File: config.mk
export PLATFORM = sky130hd
export DESIGN_NAME = hpdcache_cmo_dispatch
export DESIGN_NICKNAME = d
export VERILOG_FILES = /design/src/rtl/hpdcache_pkg.sv /design/src/rtl/hpdcache_cmo_dispatch.sv
export SDC_FILE = /design/constraint.sdc
export NUM_CORES = 1
export LEC_CHECK = 0
export CORE_UTILIZATION = 40
export DETAILED_ROUTE_END_ITERATION = 16
export PLACE_DENSITY = 0.83
export SYNTH_ARGS = -nofsm -noshare
export SYNTH_HDL_FRONTEND = slang
export SYNTH_SLANG_ARGS = --single-unit
File: constraint.sdc
create_clock -name clk_i -period 16.4 [get_ports clk_i]
set_clock_uncertainty 0.1 [all_clocks]
set_input_delay 1.64 -clock clk_i [delete_from_list [all_inputs] [get_ports clk_i]]
set_output_delay 1.64 -clock clk_i [all_outputs]
set_load 0.005 [all_outputs]
File: src/rtl/hpdcache_pkg.sv
// Shared hpdcache types: CMO opcode encoding and the one-hot handler operation.
package hpdcache_pkg;

   localparam int unsigned HPDCACHE_CMO_OPCODE_WIDTH = 3;

   typedef enum logic [HPDCACHE_CMO_OPCODE_WIDTH-1:0] {
      HPDCACHE_CMO_FENCE           = 3'b000,
      HPDCACHE_CMO_INVAL_NLINE     = 3'b001,
      HPDCACHE_CMO_INVAL_SET       = 3'b010,
      HPDCACHE_CMO_INVAL_ALL       = 3'b011
   } hpdcache_cmo_opcode_t;

   typedef struct packed {
      logic is_inval_all;
      logic is_inval_by_set;
      logic is_inval_by_nline;
      logic is_fence;
   } hpdcache_cmoh_op_t;

   // Illegal opcodes decode to an all-zero operation
   function automatic hpdcache_cmoh_op_t hpdcache_cmo_opcode_decode(
      input logic [HPDCACHE_CMO_OPCODE_WIDTH-1:0] opcode
   );
      hpdcache_cmoh_op_t op;
      op = '0;
      case (opcode)
         HPDCACHE_CMO_FENCE:       op.is_fence          = 1'b1;
         HPDCACHE_CMO_INVAL_NLINE: op.is_inval_by_nline = 1'b1;
         HPDCACHE_CMO_INVAL_SET:   op.is_inval_by_set   = 1'b1;
         HPDCACHE_CMO_INVAL_ALL:   op.is_inval_all      = 1'b1;
         default:                  op                   = '0;
      endcase
      return op;
   endfunction

endpackage

File: src/rtl/hpdcache_cmo_dispatch.sv
// CMO request front end: accepts one core CMO at a time, issues it to the CMO
// handler, tracks completion through the handler ready, and returns a response.
module hpdcache_cmo_dispatch
   import hpdcache_pkg::*;
#(
   parameter int unsigned ADDR_WIDTH  = 49,
   parameter int unsigned WDATA_WIDTH = 64,
   parameter int unsigned SID_WIDTH   = 3,
   parameter int unsigned TID_WIDTH   = 6
) (
   input  logic                                 clk_i,
   input  logic                                 rst_i,

   input  logic                                 core_req_valid_i,
   output logic                                 core_req_ready_o,
   input  logic [HPDCACHE_CMO_OPCODE_WIDTH-1:0] core_req_opcode_i,
   input  logic [ADDR_WIDTH-1:0]                core_req_addr_i,
   input  logic [WDATA_WIDTH-1:0]               core_req_wdata_i,
   input  logic [SID_WIDTH-1:0]                 core_req_sid_i,
   input  logic [TID_WIDTH-1:0]                 core_req_tid_i,
   input  logic                                 core_req_need_rsp_i,

   output logic                                 cmo_req_valid_o,
   input  logic                                 cmo_req_ready_i,
   output logic [3:0]                           cmo_req_op_o,
   output logic [ADDR_WIDTH-1:0]                cmo_req_addr_o,
   output logic [WDATA_WIDTH-1:0]               cmo_req_wdata_o,

   output logic                                 core_rsp_valid_o,
   input  logic                                 core_rsp_ready_i,
   output logic [SID_WIDTH-1:0]                 core_rsp_sid_o,
   output logic [TID_WIDTH-1:0]                 core_rsp_tid_o,
   output logic                                 core_rsp_error_o
);

   typedef enum logic [2:0] {
      IDLE,
      ISSUE,
      WAIT_START,
      WAIT_DONE,
      RSP
   } state_t;

   state_t            state_q;
   hpdcache_cmoh_op_t op_q;
   logic              need_rsp_q;
   logic              accept;
   logic              illegal;

   assign accept  = core_req_ready_o & core_req_valid_i;
   assign illegal = (core_req_opcode_i > 3'd3);

   assign cmo_req_op_o = cmo_req_valid_o ? op_q : '0;

   // Payload is only meaningful while the FSM is past IDLE, so it is not reset
   always_ff @(posedge clk_i) begin
      if (accept) begin
         op_q            <= hpdcache_cmo_opcode_decode(core_req_opcode_i);
         cmo_req_addr_o  <= core_req_addr_i;
         cmo_req_wdata_o <= core_req_wdata_i;
         core_rsp_sid_o  <= core_req_sid_i;
         core_rsp_tid_o  <= core_req_tid_i;
         need_rsp_q      <= core_req_need_rsp_i;
      end
   end

   always_ff @(posedge clk_i or posedge rst_i) begin
      if (rst_i) begin
         state_q          <= IDLE;
         core_req_ready_o <= 1'b1;
         cmo_req_valid_o  <= 1'b0;
         core_rsp_valid_o <= 1'b0;
         core_rsp_error_o <= 1'b0;
      end else begin
         case (state_q)
            IDLE: begin
               if (core_req_valid_i) begin
                  core_rsp_error_o <= illegal;
                  if (!illegal) begin
                     state_q          <= ISSUE;
                     core_req_ready_o <= 1'b0;
                     cmo_req_valid_o  <= 1'b1;
                  end else if (core_req_need_rsp_i) begin
                     state_q          <= RSP;
                     core_req_ready_o <= 1'b0;
                     core_rsp_valid_o <= 1'b1;
                  end
               end
            end

            ISSUE: begin
               if (cmo_req_ready_i) begin
                  state_q         <= WAIT_START;
                  cmo_req_valid_o <= 1'b0;
               end
            end

            // Handler ready may still read high here before it goes busy
            WAIT_START: state_q <= WAIT_DONE;

            WAIT_DONE: begin
               if (cmo_req_ready_i) begin
                  if (need_rsp_q) begin
                     state_q          <= RSP;
                     core_rsp_valid_o <= 1'b1;
                  end else begin
                     state_q          <= IDLE;
                     core_req_ready_o <= 1'b1;
                  end
               end
            end

            RSP: begin
               if (core_rsp_ready_i) begin
                  state_q          <= IDLE;
                  core_rsp_valid_o <= 1'b0;
                  core_req_ready_o <= 1'b1;
               end
            end

            default: begin
               state_q          <= IDLE;
               core_req_ready_o <= 1'b1;
               cmo_req_valid_o  <= 1'b0;
               core_rsp_valid_o <= 1'b0;
            end
         endcase
      end
   end

endmodule

# Yosys cells after proc, flatten, opt, wreduce, memory -nomap -nowiden
# Index checks and enable logic that the tools add are counted.
dict set report word_totals {
  register_bits 134
  input_bits 131
  wordCells 75
  output_inout_bits 130
}
dict set report classes {
  n_bitwise 3
  reduce_logical 9
  muxes 31
  n_eq_ne 17
  n_lt_le_gt_ge 1
}
# op n
set ops {}
lappend ops {{2-to-1 mux 3 bit} 7}
lappend ops {{2-to-1 mux 1 bit} 19}
lappend ops {{inequality test 2 bit (second input constant)} 9}
lappend ops {{case mux 3 bit (5 select lines)} 1}
lappend ops {{== test 3 x 2 -> 1 bit (second input constant)} 4}
lappend ops {{case mux 1 bit (4 select lines)} 2}
lappend ops {{AND reduction 7 bit} 1}
lappend ops {{== test 3 x 1 -> 1 bit (second input constant)} 2}
lappend ops {{zero test 3 bit} 2}
lappend ops {{AND reduction 6 bit} 1}
lappend ops {{AND reduction 5 bit} 1}
lappend ops {{2-to-1 mux 4 bit} 1}
lappend ops {{AND reduction 4 bit} 1}
lappend ops {{== test 3 bit (second input constant)} 1}
lappend ops {{greater-than comparator 3 x 2 -> 1 bit (second input constant)} 1}
lappend ops {{inequality test 3 bit (second input constant)} 1}
lappend ops {{case mux 1 bit (3 select lines)} 1}
lappend ops {{OR reduction 3 bit} 1}
lappend ops {{inverter 1 bit} 2}
lappend ops {{AND reduction 2 bit} 1}
lappend ops {{OR reduction 2 bit} 1}
lappend ops {{AND 1 bit} 1}

# Depth between registers and ports, before layout
dict set report depth {
  depth_word 4
  mapped_depth 5
  depth_no_buf 4
}

# Least setup slack after synthesis
# Ideal clock, no wire load.
dict set report synth_timing {
  path_type {input-to-reg}
  start {input port core_req_valid_i}
  end {register cmo_req_addr_o[0] (enable)}
  path_stages 2
  slack_ns 8.659
  arrival_ns 7.022
  required_time_ns 15.681
  setup_time_ns 0.619
  path_cell_list {inv_1 -> nor2_1}
}
dict set report synth_between {
  elab_chain_len 1
}
# item line
set synth_rtl {}
lappend synth_rtl {{from (decl)} hpdcache_cmo_dispatch.sv:14} ;# input logic core_req_valid_i,
lappend synth_rtl {{AND 1 bit} hpdcache_cmo_dispatch.sv:50} ;# assign accept = core_req_ready_o & core_req_valid_i;
lappend synth_rtl {{named net accept} hpdcache_cmo_dispatch.sv:47} ;# logic accept;
lappend synth_rtl {{to (signal assigned)} hpdcache_cmo_dispatch.sv:59} ;# cmo_req_addr_o <= core_req_addr_i;
lappend synth_rtl {{to (decl)} hpdcache_cmo_dispatch.sv:26} ;# output logic [ADDR_WIDTH-1:0] cmo_req_addr_o,
# The timed path passes the listed nets, and every way through them passes these cells.
# A chain may end at the register's enable or synchronous reset.

# Worst setup path after layout
dict set report layout_timing {
  start {register cmo_req_valid_o}
  end {output port cmo_req_op_o[2]}
}
dict set report layout_between {
  elab_chain_len 1
}
# item line
set layout_rtl {}
lappend layout_rtl {{from (decl)} hpdcache_cmo_dispatch.sv:23} ;# output logic cmo_req_valid_o,
lappend layout_rtl {{from (signal assigned)} hpdcache_cmo_dispatch.sv:71} ;# cmo_req_valid_o <= 1'b0;
lappend layout_rtl {{from (signal assigned)} hpdcache_cmo_dispatch.sv:82} ;# cmo_req_valid_o <= 1'b1;
lappend layout_rtl {{from (signal assigned)} hpdcache_cmo_dispatch.sv:94} ;# cmo_req_valid_o <= 1'b0;
lappend layout_rtl {{2-to-1 mux 4 bit} hpdcache_cmo_dispatch.sv:53} ;# assign cmo_req_op_o = cmo_req_valid_o ? op_q : '0;
lappend layout_rtl {{to (decl)} hpdcache_cmo_dispatch.sv:25} ;# output logic [3:0] cmo_req_op_o,
# No other way between the ends.

==> impl_metrics.csv <==
group,metric,value,unit
outcome,outcome,"finished clean",
clocking,holdBufCountCts,0,
synthesis,netlist_instances,188,
place,place.gp.congestion,0.838,
final_layout,drive_gt1_share,7.34,%
floorplan,start_util,41.6,%
synthesis,synthArstFlopShare,5.22,%
synthesis,yosysTopAreaCell,"edfxtp_1",
clocking,cts_resized,0,
floorplan,die_w,106,microns
drt,detail_route.first_pass.iterations,4,
sta,setup_viol,0,
final_layout,area_growth,79.0,%
worst_setup_path,critPathKind,"flip-flop to output port",
grt,met2_usage,38.0,%
worst_setup_path,arrival,1.63,ns
final_layout,final_area,0.00776,sq mm
floorplan,core_area,0.0104,sq mm
worst_setup_path,cp_slowest_cell,"clkdlybuf4s50_1",
grt,grt_max_degree,79,
synthesis,ys_seq_area_share,92.0,%
synthesis,syn_nets,319,
grt,grt_util_met3,7.54,%
pwr,power.internal,877,uW
synthesis,yosysMostFrequentCell,"edfxtp_1",
run,maxCapViolCount,0,
clocking,clockBufferDepth,2,
worst_setup_path,crit_required,14.66,ns
sta,slew_violations,0,
pwr,power,1140,uW
worst_setup_path,crit_path_start_kind,"flip-flop",
drt,wl,11700,microns
drt,final_antenna_net_count,0,
worst_setup_path,crit_chain,"and2_1 > clkdlybuf4s50_1",
pwr,switching_share,22.9,%
pwr,ir_drop,0.163,mV
synthesis,yosysWarnings,0,
synthesis,syn_avg_cell_area,23.1,sq um
place,dp_hpwl,8420,microns
floorplan,io_pins,261,
synthesis,synth_ff_type,"edfxtp_1",
place,port_buffers,260,
sta,finalCritPeriodShare,20.5,%
grt,track_usage,21.0,%
clocking,cts_tree,"built",
pwr,pwr_density_cell,146,mW/mm^2
synthesis,post_synth_instance_area,0.00434,sq mm
sta,finalHoldViolCount,0,
floorplan,die_area,0.0113,sq mm
place,post_dp_cell_area,0.00711,sq mm
sta,rsz0062_at_grt,"no",
grt,grt_pass1_vias,2866,
clocking,cts_sinks,134,
drt,detailroute.via_count,2908,
clocking,cts_made_buffers,17,
synthesis,yosys-top-cells-area,"edfxtp_1 (88%), dfrtp_1 (3.5%), dfstp_2 (0.61%)",
clocking,path_clk_slew,0.06,ns
worst_setup_path,path_max_fanout,7,
sta,worst_slew_pin_slew,0.949,ns
synthesis,synth_seq_cells,134,
min_path,worstHoldPathType,"flip-flop to flip-flop",
grt,top_usage_layer,"met2",
grt,use_met1,21.4,%
clocking,root_buffer,"clkbuf_8",
grt,antenna_found_initial,1,
drt,drc,0,
sta,final.min_clock_period,3.37,ns
drt,drtIter0Drc,164,
floorplan,core.rowCount,37,
pwr,seq_power_share,43.0,%
pwr,power.switching,260,uW
grt,grt_pass1_wl,16600,microns
synthesis,yosys.area.top_type_share,87.9,%
clocking,htreeDepth,4,
grt,overflow,0,
drt,wl_per_cell,19.1,microns
worst_setup_path,max_stage_delay,0.52,ns
final_layout,layout.nets,596,
worst_setup_path,end_kind,"output port",
synthesis,synth_edf_count,127,
clocking,post_cts_buffers,0,
pwr,leakage,0.00278,uW
pwr,power_frac_comb,20.8,%
synthesis,yosysUniqueCellTypes,33,
sta,fin_tns_setup,0,ns
floorplan,fp.dieH,106,microns
drt,viasPerCell,4.74,
clocking,clk_latency,0.51,ns
synthesis,synth_common_cells,"edfxtp_1 (127), dfrtp_1 (6), inv_1 (6)",
sta,fmax,297,MHz
pwr,p_clk_share,36.2,%
sta,slew_headroom,36.7,%
==> power by group through the flow <==
stage	combinational [uW]	sequential, uW	clock (uW)
global route	250	495	435
CTS	238	489	420
finish	236	489	412
floorplan	73.0	504	0
global placement	230	491	0
detailed placement	236	494	0
==> worst max-delay path: cells and delay by family (launching register included) <==
family                 cells  cell delay [ns]
buffers and inverters      1             0.52
AND/OR/NAND/NOR            1             0.17
flip-flops                 1             0.43
==> worst paths after layout <==
check                                endpoint  slack [ns]             start  depth (start not counted)
min in group asynchronous    core_rsp_error_o        1.27             rst_i                          2
hold reg to reg              core_rsp_error_o        0.42  core_rsp_error_o                          1
setup reg to reg           cmo_req_addr_o[45]       14.42  core_req_ready_o                          3
setup / recovery              cmo_req_op_o[2]       13.03   cmo_req_valid_o                          2
max in group asynchronous    core_req_ready_o       14.64             rst_i                          2
hold / removal               core_rsp_error_o        0.42  core_rsp_error_o                          1
==> final cells by class <==
class,instances,area (sq um)
antenna,1,2.50
clock buffer,18,418
clock inverter,13,229
fill,638,2650
inverter,6,22.5
multi-input combinational,44,314
sequential,134,3990
tap,136,170
timing repair buffer,262,2620
==> kinds of logic (layout without fill, tap and decap cells) <==
group | count (synthesis) | count (layout) | synth area share (%)
AOI/OAI and AO/OA | 14 | 14 | 2.54
buffers and inverters | 10 | 299 | 0.952
xor gates and xnor gates | 2 | 2 | 0.404
other | 0 | 1 | 0
DFF | 134 | 134 | 92.0
and+or+nand+nor | 25 | 25 | 3.37
muxes | 3 | 3 | 0.750
==> layer usage <==
metal,share of wire [%],wire length (microns)
met2,56,6570
met1,34,4000
met4,2.2,257
met5,0,0
met3,7.6,885
==> cell usage in the layout (no fill, tap or decap), types with 2 or more instances in the layout <==
| cell | count |
|---|---|
| edfxtp_1 | 127 |
| and2_1 | 4 |
| o31ai_1 | 2 |
| bufinv_16 | 6 |
| nor2_1 | 3 |
| buf_4 | 2 |
| nand3b_1 | 3 |
| dfrtp_1 | 6 |
| nand2_1 | 4 |
| nor3_1 | 2 |
| clkbuf_16 | 16 |
| clkdlybuf4s50_1 | 260 |
| inv_1 | 6 |
| nor3b_1 | 2 |
| o21ai_0 | 3 |
| a211oi_1 | 2 |
| clkinv_4 | 3 |
| clkinv_2 | 2 |
==> per-stage QoR <==
| step | setup WS [ns] | util (%) | hold WS, ns | cells |
|---|---|---|---|---|
| finish | 13.03 | 74.5 | 0.419 | 614 |
| global route | 12.95 | 74.5 | 0.439 | 614 |
| CTS | 12.98 | 74.5 | 0.422 | 613 |
| detailed placement | 12.75 | 68.3 | 0.403 | 582 |
| global placement | 12.79 | 68.3 | 0.394 | 582 |
| floorplan | 8.66 | - | 0.378 | 188 |
==> sequential cells by signal (all words and copies together) (netlist names) <==
signal            flops
need_rsp_q            1
cmo_req_wdata_o      64
op_q                  4
core_rsp_sid_o        3
cmo_req_addr_o       49
core_req_ready_o      1
cmo_req_valid_o       1
state_q               3
core_rsp_tid_o        6
core_rsp_valid_o      1
core_rsp_error_o      1
Power figures use the tool's default switching activity.
